===== src/rtl/mult_pkg.sv =====
// Shared widths and the tagged-result type for the shared multiplier arbiter.
package mult_pkg;

    localparam int MULT_W = 6;
    localparam int PROD_W = 12;
    localparam int NREQ   = 4;
    localparam int ID_W   = 2;

    // Result register contents: owning requester plus signed product
    typedef struct packed {
        logic [ID_W-1:0]   id;
        logic [PROD_W-1:0] p;
    } res_t;

endpackage


===== src/rtl/mult_share_arb_if.sv =====
// Request/result bus of mult_share_arb. The master drives operands and
// accepts results; the slave is the arbiter itself.
interface mult_share_arb_if;
    import mult_pkg::*;

    logic [NREQ-1:0]        req_valid;
    logic [NREQ*MULT_W-1:0] req_a;
    logic [NREQ*MULT_W-1:0] req_b;
    logic [NREQ-1:0]        req_ready;
    logic                   res_valid;
    logic [ID_W-1:0]        res_id;
    logic [PROD_W-1:0]      res_p;
    logic                   res_ready;

    modport master (
        output req_valid, req_a, req_b, res_ready,
        input  req_ready, res_valid, res_id, res_p
    );

    modport slave (
        input  req_valid, req_a, req_b, res_ready,
        output req_ready, res_valid, res_id, res_p
    );

endinterface


===== src/rtl/array_mult_6bit.sv =====
// Signed 6x6 array multiplier: shifted partial products of the
// sign-extended multiplicand, the sign-bit row weighted negatively.
module array_mult_6bit
    import mult_pkg::*;
(
    input  logic [MULT_W-1:0] a,
    input  logic [MULT_W-1:0] b,
    output logic [PROD_W-1:0] p
);

    logic [PROD_W-1:0] a_ext;
    logic [PROD_W-1:0] pp  [MULT_W];
    logic [PROD_W-1:0] acc [MULT_W-1];

    assign a_ext = {{(PROD_W-MULT_W){a[MULT_W-1]}}, a};

    genvar gi;
    generate
        for (gi = 0; gi < MULT_W; gi++) begin : g_pp
            assign pp[gi] = b[gi] ? (a_ext << gi) : '0;
        end

        assign acc[0] = pp[0];
        for (gi = 1; gi < MULT_W-1; gi++) begin : g_acc
            assign acc[gi] = acc[gi-1] + pp[gi];
        end
    endgenerate

    // b's sign bit carries weight -2^5, so its row is subtracted
    assign p = acc[MULT_W-2] - pp[MULT_W-1];

endmodule


===== src/rtl/rr_arb4.sv =====
// Combinational 4-way round-robin picker; the search starts just after
// the last granted index and wraps around.
module rr_arb4 (
    input  logic [3:0] req,
    input  logic [1:0] last,
    input  logic       en,
    output logic [3:0] gnt,
    output logic [1:0] gnt_id
);

    logic [1:0] idx;
    logic       found;

    // Scan last+1 .. last+4 (mod 4) and take the first requester found
    always_comb begin
        gnt    = '0;
        gnt_id = 2'd0;
        found  = 1'b0;
        idx    = 2'd0;
        for (int k = 1; k <= 4; k++) begin
            idx = last + 2'(k);
            if (!found && en && req[idx]) begin
                found    = 1'b1;
                gnt      = 4'b0001 << idx;
                gnt_id   = idx;
            end
        end
    end

endmodule


===== src/rtl/mult_share_arb.sv =====
// Shares one array_mult_6bit between four requesters with round-robin
// grants and a tagged output register.
// Define MULT_PIPE_EN to insert an operand stage before the multiplier
// (latency 2 instead of 1, throughput unchanged).
module mult_share_arb
    import mult_pkg::*;
(
    input  logic            clk,
    input  logic            rst,
    mult_share_arb_if.slave bus
);

    logic [MULT_W-1:0] a_arr [NREQ];
    logic [MULT_W-1:0] b_arr [NREQ];

    logic [ID_W-1:0]   last_q, last_d;
    logic              res_valid_q, res_valid_d;
    res_t              res_q, res_d;

    logic              free_out;
    logic              arb_en;
    logic [NREQ-1:0]   gnt;
    logic [ID_W-1:0]   gnt_id;
    logic              grant_any;

    logic [MULT_W-1:0] mult_a, mult_b;
    logic [PROD_W-1:0] mult_p;

    genvar gi;
    generate
        for (gi = 0; gi < NREQ; gi++) begin : g_split
            assign a_arr[gi] = bus.req_a[gi*MULT_W +: MULT_W];
            assign b_arr[gi] = bus.req_b[gi*MULT_W +: MULT_W];
        end
    endgenerate

    // Output slot can take a new product if empty or being drained now
    assign free_out  = ~res_valid_q | bus.res_ready;
    assign grant_any = |gnt;

    rr_arb4 u_arb (
        .req    (bus.req_valid),
        .last   (last_q),
        .en     (arb_en),
        .gnt    (gnt),
        .gnt_id (gnt_id)
    );

    array_mult_6bit u_mult (
        .a (mult_a),
        .b (mult_b),
        .p (mult_p)
    );

    // Pointer follows the most recent grant
    always_comb begin
        last_d = last_q;
        if (grant_any) begin
            last_d = gnt_id;
        end
    end

`ifdef MULT_PIPE_EN
    logic              stg_valid_q, stg_valid_d;
    logic [ID_W-1:0]   stg_id_q, stg_id_d;
    logic [MULT_W-1:0] stg_a_q, stg_a_d;
    logic [MULT_W-1:0] stg_b_q, stg_b_d;
    logic              stg_adv;

    // Stage moves when empty or when its content drops into the output slot
    assign stg_adv = ~stg_valid_q | free_out;
    assign arb_en  = stg_adv & ~rst;
    assign mult_a  = stg_a_q;
    assign mult_b  = stg_b_q;

    // Operand stage: capture the granted pair whenever the stage advances
    always_comb begin
        stg_valid_d = stg_valid_q;
        stg_id_d    = stg_id_q;
        stg_a_d     = stg_a_q;
        stg_b_d     = stg_b_q;
        if (stg_adv) begin
            stg_valid_d = grant_any;
            if (grant_any) begin
                stg_id_d = gnt_id;
                stg_a_d  = a_arr[gnt_id];
                stg_b_d  = b_arr[gnt_id];
            end
        end
    end

    // Output slot: takes the staged product when free, otherwise holds
    always_comb begin
        res_valid_d = res_valid_q;
        res_d       = res_q;
        if (free_out) begin
            res_valid_d = stg_valid_q;
            if (stg_valid_q) begin
                res_d.id = stg_id_q;
                res_d.p  = mult_p;
            end
        end
    end

    // Operand stage flops
    always_ff @(posedge clk) begin
        if (rst) begin
            stg_valid_q <= 1'b0;
            stg_id_q    <= '0;
            stg_a_q     <= '0;
            stg_b_q     <= '0;
        end else begin
            stg_valid_q <= stg_valid_d;
            stg_id_q    <= stg_id_d;
            stg_a_q     <= stg_a_d;
            stg_b_q     <= stg_b_d;
        end
    end
`else
    assign arb_en = free_out & ~rst;
    assign mult_a = a_arr[gnt_id];
    assign mult_b = b_arr[gnt_id];

    // Output slot: loads the granted product directly, clears on bare drain
    always_comb begin
        res_valid_d = res_valid_q;
        res_d       = res_q;
        if (free_out) begin
            res_valid_d = grant_any;
            if (grant_any) begin
                res_d.id = gnt_id;
                res_d.p  = mult_p;
            end
        end
    end
`endif

    // Pointer and output register; last=3 gives requester 0 first priority
    always_ff @(posedge clk) begin
        if (rst) begin
            last_q      <= 2'd3;
            res_valid_q <= 1'b0;
            res_q       <= '0;
        end else begin
            last_q      <= last_d;
            res_valid_q <= res_valid_d;
            res_q       <= res_d;
        end
    end

    assign bus.req_ready = gnt;
    assign bus.res_valid = res_valid_q;
    assign bus.res_id    = res_q.id;
    assign bus.res_p     = res_q.p;

endmodule


===== src/flat_wrapper.sv =====
// flat-port wrapper written by rule: the top's interface ports become plain ports
module mult_share_arb_flat import mult_pkg::*;
  (clk, rst, bus_req_valid, bus_req_a, bus_req_b, bus_res_ready, bus_req_ready, bus_res_valid, bus_res_id, bus_res_p);
  mult_share_arb_if bus_i ();
  input  logic clk;
  input  logic rst;
  input wire logic [$bits(bus_i.req_valid)-1:0] bus_req_valid;
  input wire logic [$bits(bus_i.req_a)-1:0] bus_req_a;
  input wire logic [$bits(bus_i.req_b)-1:0] bus_req_b;
  input wire logic [$bits(bus_i.res_ready)-1:0] bus_res_ready;
  output wire logic [$bits(bus_i.req_ready)-1:0] bus_req_ready;
  output wire logic [$bits(bus_i.res_valid)-1:0] bus_res_valid;
  output wire logic [$bits(bus_i.res_id)-1:0] bus_res_id;
  output wire logic [$bits(bus_i.res_p)-1:0] bus_res_p;
  assign bus_i.req_valid = bus_req_valid;
  assign bus_i.req_a = bus_req_a;
  assign bus_i.req_b = bus_req_b;
  assign bus_i.res_ready = bus_res_ready;
  assign bus_req_ready = bus_i.req_ready;
  assign bus_res_valid = bus_i.res_valid;
  assign bus_res_id = bus_i.res_id;
  assign bus_res_p = bus_i.res_p;
  mult_share_arb u_core (.clk(clk), .rst(rst), .bus(bus_i));
endmodule

===== config.mk =====
export PLATFORM = sky130hd
export DESIGN_NAME = mult_share_arb_flat
export DESIGN_NICKNAME = d
export VERILOG_FILES = /design/src/rtl/mult_pkg.sv /design/src/rtl/mult_share_arb_if.sv /design/src/rtl/array_mult_6bit.sv /design/src/rtl/rr_arb4.sv /design/src/rtl/mult_share_arb.sv /design/src/flat_wrapper.sv
export SDC_FILE = /design/constraint.sdc
export NUM_CORES = 1
export LEC_CHECK = 0
export ABC_CLOCK_PERIOD_IN_PS = 15300
export BUFFER_PORTS_ARGS = -buffer_cell sky130_fd_sc_hd__buf_2
export CORE_ASPECT_RATIO = 1.75
export CORE_UTILIZATION = 57
export CTS_CLUSTER_SIZE = 20
export DETAILED_ROUTE_END_ITERATION = 8
export PLACE_DENSITY = 0.83
export SLEW_MARGIN = 20
export SYNTH_ARGS = -nofsm -noshare
export SYNTH_HDL_FRONTEND = slang
export SYNTH_SLANG_ARGS = --single-unit

===== constraint.sdc =====
create_clock -name clk -period 15.3 [get_ports clk]
set_input_delay 3.06 -clock clk [delete_from_list [all_inputs] [get_ports clk]]
set_output_delay 3.06 -clock clk [all_outputs]
set_load 0.01 [all_outputs]

# Word-level counts from Yosys, hierarchy flattened
# Cells that the tools add are included.
# Widths: inputs -> output; s select.
# classes
add_sub_neg	8
bitwise_logic	5
reduce_logical	12
n_lt_le_gt_ge	5
muxes	31
n_shift	4
# op_table
cell	count
$mux 12	6
$add 12x12->12	4
$bmux 6 s2	2
$mux 6	4
$mux 4	4
$shl 1x2->4 const A	4
$lt 2x3->1 const B	4
$sub 12x12->12	1
$bmux 1 s2	4
$mux 2	4
$logic_and 1x1->1	7
$mux 1	7
$add 2x2->2 const B	2
$reduce_or 4->1	1
$ge 3x3->1 const B	1
$logic_not 1->1	3
$not 2->3	1
$add 2x1->2 const B	1
$not 1->1	2
$reduce_and 2->1	1
$and 1x1->1	1
$or 1x1->1	1
# word_totals
register_bits	17
in_bits	55
wordCells	69
out_inout_bits	19

# Longest topological paths before layout
# Gate-level depths: netlist (run 1).
# depth
depth_word	27
mapped_depth	30
mapped_depth_nobuf	27

# Hierarchy
# Synthesis (run 1) repeated with hierarchy kept, for this count alone.
# unflattened
cells_unflattened	306
area_unflattened_um2	2905.3
# modules_own_cells
module	area_each_um2	instances	cells_each	seq_area_each_um2
array_mult_6bit	1352.5	1	159	0.0
mult_share_arb	1022.2	1	90	340.3
rr_arb4	530.5	1	57	0.0

# Least setup slack after synthesis (run 1)
# Ideal clock, no wire load.
# synth_timing
kind	in2reg
start	in bus_req_valid[2]
end	reg u_core.res_q, in the netlist u_core.bus.res_p[11]
arrival_ps	8306
path_buffers	2
slack_ps	6866
setup_time_ps	128
cell_stages	25
t_required_ps	15172
path_cell_list	clkbuf_1 mux4_2 nor2b_4 a21o_1 buf_2 mux2i_4 mux2_2 o22ai_2 nor2b_2 xor2_1 ha_1 fa_1 inv_1 fa_1 inv_1 ha_1 nor2b_1 o21ai_0 nand2b_1 a21o_1 a21o_1 a31oi_1 xnor2_1 mux2i_1 nor2_1
# synth_between
elab_chain_len	26
elab_cells_between_ends	49
cone_classes	add/sub (5); mux (31); bitwise (1); reduce/logical (12)
# synth_rtl
item	line_no	rtl
from (decl)	flat_wrapper.sv:7	input wire logic [$bits(bus_i.req_valid)-1:0] bus_req_valid;
$bmux 1 s2	rr_arb4.sv:22	if (!found && en && req[idx]) begin
$mux 1 (implied by the code)	rr_arb4.sv:22	
$logic_and 1x1->1	rr_arb4.sv:22	
$mux 1	rr_arb4.sv:22	
$logic_not 1->1	rr_arb4.sv:22	
$logic_and 1x1->1 (2 in series)	rr_arb4.sv:22	
$mux 1	rr_arb4.sv:22	
$logic_not 1->1	rr_arb4.sv:22	
[... 4 more ...]	n/a	
$logic_and 1x1->1 (2 in series)	rr_arb4.sv:22	
$mux 2	rr_arb4.sv:22	
$not 2->3 (implied by the code)	mult_share_arb.sv:121, mult_share_arb.sv:122	
$bmux 6 s2 (on tied branches)	mult_share_arb.sv:121, mult_share_arb.sv:122	
$mux 6 (on tied branches) (2 in series)	mult_share_arb.sv:121, mult_share_arb.sv:122	
$mux 12	array_mult_6bit.sv:20	assign pp[gi] = b[gi] ? (a_ext << gi) : '0;
$add 12x12->12 (4 in series)	array_mult_6bit.sv:25	assign acc[gi] = acc[gi-1] + pp[gi];
$sub 12x12->12	array_mult_6bit.sv:30	assign p = acc[MULT_W-2] - pp[MULT_W-1];
to (signal assigned)	mult_share_arb.sv:147	res_q <= res_d;
to (decl)	mult_share_arb.sv:18	res_t res_q, res_d;
# Parallel ways exist; a longest one is shown, timed or not. The select of a mux whose other input is x is not followed.
# A chain may end at the register's enable or synchronous reset.

# Final worst setup path (run 1)
# layout_timing
start	in bus_req_valid[3]
end	reg u_core.res_q, in the netlist u_core.bus.res_p[10]
# Same word-level chain as after synthesis.

==> summary.txt, run 1 <==
postcts setup bufs: 0
Post-DRT Antenna Nets: 0
WL per Instance: 15.4 um
most numerous cell in the Yosys netlist: inv_1
post-route setup TNS: 0 ps
Antenna Cells: 0
Placer Congestion: 0.982
Starting Density: 0.595
Critical path buffers and inverters: 1
die height: 103 um
synth unique cells: 64
Clock Tree Root: clkbuf_8
fraction of layout cells with a size suffix above 1: 0.261
first-pass GRT wire length: 14000 um
Inserted Clock Buffers: 3
post-cts gate resize count: 0
status: completed
DRT iter0 DRCs: 283
Worst-Skew Late Latency: 260 ps
Die X: 59.7 um
Max Fclk: 111 MHz
Seq/Total Area, Yosys: 0.102
area leader, netlist: fa_1
area occupied by multi-input gates: 2660 um^2
DR DRC count: 0
Startpoint Class: primary input
Syn Inst Count: 404
HP Class: reg -> reg
synth cell count leaders: 53 x inv_1, 47 x nor2_1, 32 x nand2_1
FP Rows: 36
core area: 5590 um^2
IO Port Bufs: 73
Worst path most repeated cell: a21o_1
Fillers: 502
DR vias/cell: 5.72
number of enable flip-flop cells after synthesis: 0
Crit Path Max Fanout: 17
critical path class: in -> reg
WHS Path Cells: 2
die area: 6160 um^2
sequential cell area: 340 um^2
top cell type's share of synthesized area: 0.138
WHS Endpoint: u_core.bus.res_p[7]$_SDFFE_PP0P_
hold_buf cts: 0
drt total wl: 8300 um
Tmin final: 9040 ps
mapped cell area: 3330 um^2
Total GRT Usage: 0.294
vias in the first global route: 3197
Top delay family on crit path: compound AO/OA/AOI/OAI gates
HP Start: u_core.bus.res_p[7]$_SDFFE_PP0P_
# setup viols final: 0
Area Growth Syn to Fin: 12.0%
max-slew violation count: 0
nets: 571
Critical Path RT: 15440 ps
router iterations before antenna repair: 5
CP Capture Type: flip-flop
I/O Pins: 74
RSZ-0062 raised after global routing: no
clock-pin slew on the worst setup and hold paths: 70 ps
max incr delay on CP: 580 ps
Crit. path cell count: 22
clock sink total: 17
Longest Clk Path Bufs: 2
largest net degree at the start of global routing: 40
Slew headroom: 0.549
post-synthesis async set-or-reset flop share: 0
Worst-Margin Slew: 674 ps
Max Cap Violations: 0
initial antenna violation count: 0
post-DP HPWL: 6790 um
top post-synthesis cells by area: fa_1 14%, ha_1 11%, dfxtp_1 10%, inv_1 6.0%, nor2_1 5.3%
Avg Synthesized Cell Area: 8.23 um^2
ys flop type: dfxtp_1
fin crit share: 0.591
launching point of the worst reg2reg path: u_core.last_q[1]$_SDFFE_PP1N_
FF+latch count, synth: 17
number of cells on the worst reg-to-reg path: 23
H-tree levels: 1
syn_nets: 510
Hold Vio Cnt, Final: 0
CP Cell Sequence: buf_2 > mux2i_1 > nor3b_1 > a22o_1 > a21o_1 > mux2i_4 > mux2_2 > o22ai_1 > nor2_1 > fa_1 > fa_1 > fa_1 > ha_1 > a21o_1 > a21o_1 > a21o_1 > a21oi_1 > o21ai_0 > xnor2_1 > nor2_1 > a21oi_1 > nor2_1
reg-to-reg endpoint: u_core.bus.res_p[10]$_SDFFE_PP0P_
Setup Skew: 1.51 ps
critical path arrival: 9180 ps
gr ovfl total: 0
YS warnings: 0
reg-to-reg slack, setup: 7910 ps
Slowest cell on crit path: fa_1
CTS tree: yes
via count: 3089
## layout by cell type, fill, tap and decap left out, drive strengths merged, types with 4 or more instances in the layout
cell,synthesis,routed
mux2i,17,17
or2,7,7
xor2,5,5
fa,23,23
nor2b,9,9
nor3b,5,5
nand3,12,12
inv,53,53
o22ai,5,5
a21oi,22,22
nor3,4,4
buf,13,75
dfxtp,17,17
a22oi,6,6
mux2,9,9
a21o,10,10
a211oi,5,5
o21ai,8,8
nand2,32,32
xnor2,8,8
a22o,8,8
nand3b,4,4
ha,28,28
nor2,48,48
## worst min-delay path, delay by kind of cell, from the launching register on
kind / cells / cell delay (ps)
flip-flops: 1 / 320
AND/OR/NAND/NOR: 1 / 70
AO/OA/AOI/OAI: 1 / 60
## layer usage
layer  GRT usage  share of wire
met5           0              0
met4       0.165          0.047
met3      0.0577          0.045
met2       0.551           0.55
met1       0.288           0.36
## how the worst max path moves through the flow
stage | start | to | slack [ps]
2_1_floorplan | bus_req_valid[2] | u_core.bus.res_p[11]$_SDFFE_PP0P_ | 6870
3_3_place_gp | bus_res_ready | u_core.bus.res_p[10]$_SDFFE_PP0P_ | 6170
3_5_place_dp | bus_res_ready | u_core.bus.res_p[10]$_SDFFE_PP0P_ | 6040
4_1_cts | bus_res_ready | u_core.bus.res_p[10]$_SDFFE_PP0P_ | 6320
5_1_grt | bus_req_valid[3] | u_core.bus.res_p[10]$_SDFFE_PP0P_ | 5920
6_report | bus_req_valid[3] | u_core.bus.res_p[10]$_SDFFE_PP0P_ | 6260
## kinds of logic (layout without fill, tap and decap cells)
| family | Yosys count | count (layout) | share of synthesized area |
|---|---|---|---|
| and+or+nand+nor | 132 | 132 | 0.195 |
| AOI/OAI and AO/OA | 90 | 90 | 0.221 |
| buffers and inverters | 72 | 132 | 0.0967 |
| adders and majority gates | 51 | 51 | 0.244 |
| muxes | 29 | 29 | 0.107 |
| DFF | 17 | 17 | 0.102 |
| xor gates and xnor gates | 13 | 13 | 0.0342 |
## cell type report
cell class,instances,area share
clock buffers,3,0.0111
clock inverters,1,0.00134
inverters,53,0.0534
multi-input cells,315,0.715
flip-flops and latches,17,0.0914
well taps,76,0.0255
repair buffers,75,0.102
## sequential cells by signal, indices dropped and copies added (netlist names)
name / flops
u_core.bus.res_p: 12
u_core.bus.res_id: 2
u_core.last_q: 2
u_core.bus.res_valid: 1
## per-stage QoR
| step | cells | setup WS, ps | cell area (um^2) | util | hold slack (ps) |
|---|---|---|---|---|---|
| after floorplan | 404 | 6870 | 3330 | - | 481 |
| after global placement | 536 | 6170 | 3680 | 0.659 | 457 |
| after detailed placement | 536 | 6040 | 3680 | 0.659 | 479 |
| after CTS | 540 | 6320 | 3720 | 0.667 | 495 |
| after global routing | 540 | 5920 | 3720 | 0.667 | 524 |
| final | 540 | 6260 | 3720 | 0.667 | 485 |
Power of run 1 is not shown: default switching activity piles up to over one toggle a cycle in this logic, so the estimate is an artifact.
==> run 2, diff against run 1 <==
- ABC_CLOCK_PERIOD_IN_PS: 15300 -> 9100
- CORE_UTILIZATION: 57 -> 56
- PLACE_DENSITY: 0.83 -> 0.82
- clock period: 15.3 -> 9.1 ns (I/O delays scaled with it)
==> summary.txt, run 2 (same netlist as run 1, synthesis figures left out) <==
Total GRT Usage: 0.284 (was 0.294)
CP Capture Type: flip-flop (unchanged)
post-cts gate resize count: 0 (unchanged)
launching point of the worst reg2reg path: u_core.last_q[0]$_SDFFE_PP1N_ (was u_core.last_q[1]$_SDFFE_PP1N_)
Tmin final: 7760 ps
post-DP HPWL: 6810 um (was 6790 um)
Largest register FFs: 12 (unchanged)
Worst-Margin Slew: 779 ps (was 674 ps)
initial antenna violation count: 0 (unchanged)
die height: 104 um (was 103 um)
drt total wl: 8370 um (was 8300 um)
WL per Instance: 15.5 um (was 15.4 um)
# setup viols final: 0 (unchanged)
Hold Vio Cnt, Final: 0 (unchanged)
clock sink total: 17 (unchanged)
commonest non-fill, non-tap cells in the layout: 73 x buf_2, 53 x inv_1, 47 x nor2_1, 32 x nand2_1, 28 x ha_1 (unchanged)
Antenna Cells: 0 (unchanged)
IO Port Bufs: 73 (unchanged)
clock-pin slew on the worst setup and hold paths: 70 ps (about the same)
Startpoint Class: primary input (unchanged)
Clock Tree Root: clkbuf_8 (unchanged)
hold_buf cts: 0 (unchanged)
Starting Density: 0.591 (was 0.595)
Worst-Skew Late Latency: 250 ps (was 260 ps)
fraction of layout cells with a size suffix above 1: 0.261 (unchanged)
Post-DRT Antenna Nets: 0 (unchanged)
number of cells on the worst reg-to-reg path: 27 (was 23)
via count: 3132 (was 3089)
I/O Pins: 74 (unchanged)
Crit Path Max Fanout: 17 (unchanged)
Max Cap Violations: 0 (unchanged)
Layout Cells excl Fill: 540 (unchanged)
critical path arrival: 7890 ps (was 9180 ps)
vias in the first global route: 3273 (was 3197)
HP Class: reg -> reg (unchanged)
DR DRC count: 0 (unchanged)
FP Rows: 36 (unchanged)
Max Fclk: 129 MHz
status: completed (unchanged)
core area: 5630 um^2 (was 5590 um^2)
nets: 571 (unchanged)
postcts setup bufs: 0 (unchanged)
first-pass GRT wire length: 14000 um (about the same)
commonest non-fill, non-tap cell in the layout: buf_2 (unchanged)
critical path class: in -> reg (unchanged)
RSZ-0062 raised after global routing: no (unchanged)
largest net degree at the start of global routing: 41 (was 40)
reg-to-reg slack, setup: 1720 ps (was 7910 ps)
reg-to-reg endpoint: u_core.bus.res_p[11]$_SDFFE_PP0P_ (was u_core.bus.res_p[10]$_SDFFE_PP0P_)
Longest Clk Path Bufs: 2 (unchanged)
router iterations before antenna repair: 4 (was 5)
Placer Congestion: 0.905 (was 0.982)
fin crit share: 0.852
Worst setup startpoint: bus_req_valid[3] (unchanged)
Critical Path RT: 9240 ps (was 15440 ps)
post-route setup TNS: 0 ps (unchanged)
die area: 6260 um^2 (was 6160 um^2)
Inserted Clock Buffers: 3 (unchanged)
H-tree levels: 1 (unchanged)
placed cells: 536 (unchanged)
DR vias/cell: 5.80 (was 5.72)
Area Growth Syn to Fin: 12.0% (unchanged)
max-slew violation count: 0 (unchanged)
Fillers: 487 (was 502)
CP Capture Point: u_core.bus.res_p[11]$_SDFFE_PP0P_ (was u_core.bus.res_p[10]$_SDFFE_PP0P_)
Slew headroom: 0.479 (was 0.549)
CTS tree: yes (unchanged)
Setup Skew: 1.56 ps (was 1.51 ps)
DRT iter0 DRCs: 398 (was 283)
gr ovfl total: 0 (unchanged)
Die X: 60.3 um (was 59.7 um)
run 2: cell counts in the layout (fill, tap and decap cells not counted):
Identical to the previous run, type by type.
run 2: area by class of cell:
type / count / area [um^2] / share of cell area
timing repair buffer: 75 / 380 / 0.102
sequential: 17 / 340 / 0.0914
clock buffer: 3 / 41.3 / 0.0111
clock inverter: 1 / 5.00 / 0.00134
inverter: 53 / 199 / 0.0534
multi-input combinational: 315 / 2660 / 0.715
tap: 76 / 95.1 / 0.0255
run 2: routing by layer:
metal / up-vias / share of wire / track usage
met2: 119 / 0.55 / 0.513
met5: - / 0 / 0
met1: 1474 / 0.35 / 0.285
met4: 0 / 0.054 / 0.164
met3: 46 / 0.043 / 0.0473
li1: 1493 / - / -
run 2: worst min path at each step:
stage | start | to | slack [ps] | cells past startpoint
global placement | u_core.bus.res_p[0]$_SDFFE_PP0P_ | u_core.bus.res_p[0]$_SDFFE_PP0P_ | 450 | 2
CTS | u_core.bus.res_p[4]$_SDFFE_PP0P_ | u_core.bus.res_p[4]$_SDFFE_PP0P_ | 490 | 2
floorplan | u_core.bus.res_p[0]$_SDFFE_PP0P_ | u_core.bus.res_p[0]$_SDFFE_PP0P_ | 480 | 2
detailed placement | u_core.bus.res_p[4]$_SDFFE_PP0P_ | u_core.bus.res_p[4]$_SDFFE_PP0P_ | 470 | 2
finish | u_core.bus.res_p[0]$_SDFFE_PP0P_ | u_core.bus.res_p[0]$_SDFFE_PP0P_ | 480 | 2
global route | u_core.bus.res_p[0]$_SDFFE_PP0P_ | u_core.bus.res_p[0]$_SDFFE_PP0P_ | 500 | 2
run 2: metrics by stage:
| stage | area [um^2] | hold WS [ps] | setup WS [ps] | util |
|---|---|---|---|---|
| after CTS | 3720 | 489 | 1380 | 0.662 |
| after floorplan | 3330 | 481 | 1910 | - |
| after global placement | 3680 | 453 | 1210 | 0.653 |
| final | 3720 | 484 | 1340 | 0.662 |
| after detailed placement | 3680 | 474 | 1140 | 0.653 |
| after global routing | 3720 | 504 | 899 | 0.662 |
run 2: worst max-delay path, stage by stage:
cell	delay, ps
buf_2	160
mux2i_1	200
nor3b_1	350
a22o_1	530
a21o_1	440
mux2i_4	280
nor3b_1	230
a211oi_2	420
nor2b_2	260
xor2_1	160
ha_1	290
fa_1	550
inv_1	60
fa_1	530
inv_1	40
ha_1	310
nor2b_1	150
o21ai_0	150
nand2b_1	100
a21o_1	180
a21o_1	190
a31oi_1	210
xnor2_1	100
mux2i_1	120
nor2_1	50
Power of run 2 is left out for the same reason.
==> run 3, diff against run 2 <==
- ABC_AREA: unset -> 1
- CORE_UTILIZATION: 56 -> 55
- TNS_END_PERCENT: unset -> 30
==> summary.txt, run 3 <==
commonest non-fill, non-tap cell in the layout: nand2_1 (was buf_2)
Post-DRT Antenna Nets: 0 (unchanged)
IO Port Bufs: 73 (unchanged)
router iterations before antenna repair: 7 (was 4)
via count: 3034 (was 3132)
H-tree levels: 1 (unchanged)
Antenna Cells: 0 (unchanged)
mapped cell area: 2960 um^2 (was 3330 um^2)
status: finished, violations left (was completed)
Critical path buffers and inverters: 3 (unchanged)
post-synthesis async set-or-reset flop share: 0 (unchanged)
Setup Skew: 3.73 ps (was 1.56 ps)
Slew headroom: 0.623 (was 0.479)
clock-pin slew on the worst setup and hold paths: 70 ps (about the same)
Clock Tree Root: clkbuf_8 (unchanged)
Total GRT Usage: 0.270 (was 0.284)
core area: 5210 um^2 (was 5630 um^2)
Seq/Total Area, Yosys: 0.115 (was 0.102)
post-DP HPWL: 6280 um (was 6810 um)
first-pass GRT wire length: 12400 um (was 14000 um)
die area: 5690 um^2 (was 6260 um^2)
top post-synthesis cells by area: fa_1 16%, nand2_1 12%, ha_1 12%, dfxtp_1 11%, nand3_1 8.3% (was fa_1 14%, ha_1 11%, dfxtp_1 10%, inv_1 6.0%, nor2_1 5.3%)
synth cell count leaders: 94 x nand2_1, 62 x inv_1, 49 x nand3_1 (was 53 x inv_1, 47 x nor2_1, 32 x nand2_1)
Crit. path cell count: 28 (was 25)
Hold Vio Cnt, Final: 0 (unchanged)
YS warnings: 0 (unchanged)
Placer Congestion: 0.975 (was 0.905)
failing checks: DRC
area leader, netlist: fa_1 (unchanged)
Max Cap Violations: 0 (unchanged)
number of enable flip-flop cells after synthesis: 0 (unchanged)
fin crit share: 0.733 (was 0.852)
Slowest cell on crit path: fa_1 (unchanged)
Top delay family on crit path: simple AND/OR/NAND/NOR gates (was compound AO/OA/AOI/OAI gates)
Max Fclk: 150 MHz (was 129 MHz)
RSZ-0062 raised after global routing: no (unchanged)
max-slew violation count: 0 (unchanged)
Inserted Clock Buffers: 3 (unchanged)
Syn Inst Count: 438 (was 404)
fraction of layout cells with a size suffix above 1: 0.253 (was 0.261)
most numerous cell in the Yosys netlist: nand2_1 (was inv_1)
FP Rows: 35 (was 36)
commonest non-fill, non-tap cells in the layout: 94 x nand2_1, 73 x buf_2, 62 x inv_1, 49 x nand3_1, 48 x nor2_1 (was 73 x buf_2, 53 x inv_1, 47 x nor2_1, 32 x nand2_1, 28 x ha_1)
Avg Synthesized Cell Area: 6.76 um^2 (was 8.23 um^2)
Startpoint Class: primary input (unchanged)
WHS Path Cells: 2 (unchanged)
clock sink total: 17 (unchanged)
Starting Density: 0.568 (was 0.591)
Fin Hold WS: 461 ps (was 484 ps)
Tmin final: 6670 ps (was 7760 ps)
synth unique cells: 32 (was 64)
final core utilization: 0.645 (was 0.662)
Area Growth Syn to Fin: 13.5% (was 12.0%)
postcts setup bufs: 0 (unchanged)
Worst path most repeated cell: nand2_1 (was a21o_1)
ys flop type: dfxtp_1 (unchanged)
critical path arrival: 6790 ps (was 7890 ps)
Die X: 57.5 um (was 60.3 um)
critical path class: in -> reg (unchanged)
number of cells on the worst reg-to-reg path: 32 (was 27)
initial antenna violation count: 0 (unchanged)
drt total wl: 7350 um (was 8370 um)
largest net degree at the start of global routing: 29 (was 41)
max incr delay on CP: 550 ps (about the same)
vias in the first global route: 3071 (was 3273)
FF+latch count, synth: 17 (unchanged)
die height: 99.1 um (was 104 um)
DRT iter0 DRCs: 139 (was 398)
Worst-Margin Slew: 565 ps (was 779 ps)
top cell type's share of synthesized area: 0.155 (was 0.138)
# setup viols final: 0 (unchanged)
HP Class: reg -> reg (unchanged)
gr ovfl total: 0 (unchanged)
Largest register FFs: 12 (unchanged)
hold_buf cts: 0 (unchanged)
CTS tree: yes (unchanged)
WL per Instance: 13.1 um (was 15.5 um)
DR vias/cell: 5.42 (was 5.80)
syn_nets: 544 (was 510)
post-cts gate resize count: 0 (unchanged)
CP Capture Type: flip-flop (unchanged)
placed cells: 556 (was 536)
Worst-Skew Late Latency: 250 ps (about the same)
post-route setup TNS: 0 ps (unchanged)
I/O Pins: 74 (unchanged)
nets: 612 (was 571)
Critical Path RT: 9220 ps (was 9240 ps)
Longest Clk Path Bufs: 2 (unchanged)
DR DRC count: 4 (was 0)
Crit Path Max Fanout: 26 (was 17)
Layout Cells excl Fill: 560 (was 540)
run 3: changes by cell type after synthesis, sizes merged, moves of 10 or more:
cell | previous run | this run
nand3 | 12 | 56
nand2 | 32 | 116
o21ai | 8 | 18
mux2i | 17 | 0
a21o | 10 | 0
inv | 53 | 72
run 3: final timing paths:
kind | end | slack (ps) | startpoint
max | u_core.bus.res_p[10]$_SDFFE_PP0P_ | 2430 | rst
min | u_core.bus.res_id[0]$_SDFFE_PP0P_ | 460 | u_core.bus.res_id[0]$_SDFFE_PP0P_
max reg2reg | u_core.bus.res_p[10]$_SDFFE_PP0P_ | 3000 | u_core.last_q[1]$_SDFFE_PP1N_
min reg2reg | u_core.bus.res_id[0]$_SDFFE_PP0P_ | 460 | u_core.bus.res_id[0]$_SDFFE_PP0P_
run 3: per-stage QoR:
step | setup WS, ps | instance area [um^2]
finish | 2430 | 3360
global route | 2080 | 3360
CTS | 2470 | 3360
detailed placement | 2210 | 3310
global placement | 2410 | 3310
floorplan | 2970 | 2960
run 3: worst register-to-register path, delay by kind of cell, from the launching register on:
family	cells	cell delay (ps)
fa+ha+maj	5	2130
simple gates	17	2040
buf+inv	5	540
compound gates	4	600
flops	1	520
xor+xnor	1	150
run 3: cell type report:
class / instances / area (um^2)
multi-input cells: 339 / 2260
fillers: 479 / 1850
repair buffers: 73 / 365
flip-flops and latches: 17 / 340
inverters: 72 / 278
well taps: 55 / 68.8
clock buffers: 3 / 41.3
clock inverters: 1 / 5.00
run 3: kinds of logic (layout without fill, tap and decap cells):
family / after synthesis / after routing / share of synthesized area
XOR/XNOR: 12 / 12 / 0.0355
AND/OR/NAND/NOR: 235 / 235 / 0.379
AO/OA/AOI/OAI: 41 / 41 / 0.0752
adder cells (fa/ha/maj): 51 / 51 / 0.274
flip-flops: 17 / 17 / 0.115
buffers and inverters: 82 / 149 / 0.121
run 3: routing by layer:
metal / GRT usage / up-vias / share of wire
met5: 0 / - / 0
met4: 0.0769 / 0 / 0.028
met3: 0.0210 / 19 / 0.020
met2: 0.588 / 75 / 0.60
met1: 0.243 / 1438 / 0.35
li1: - / 1502 / -
Power of run 3 is left out for the same reason.
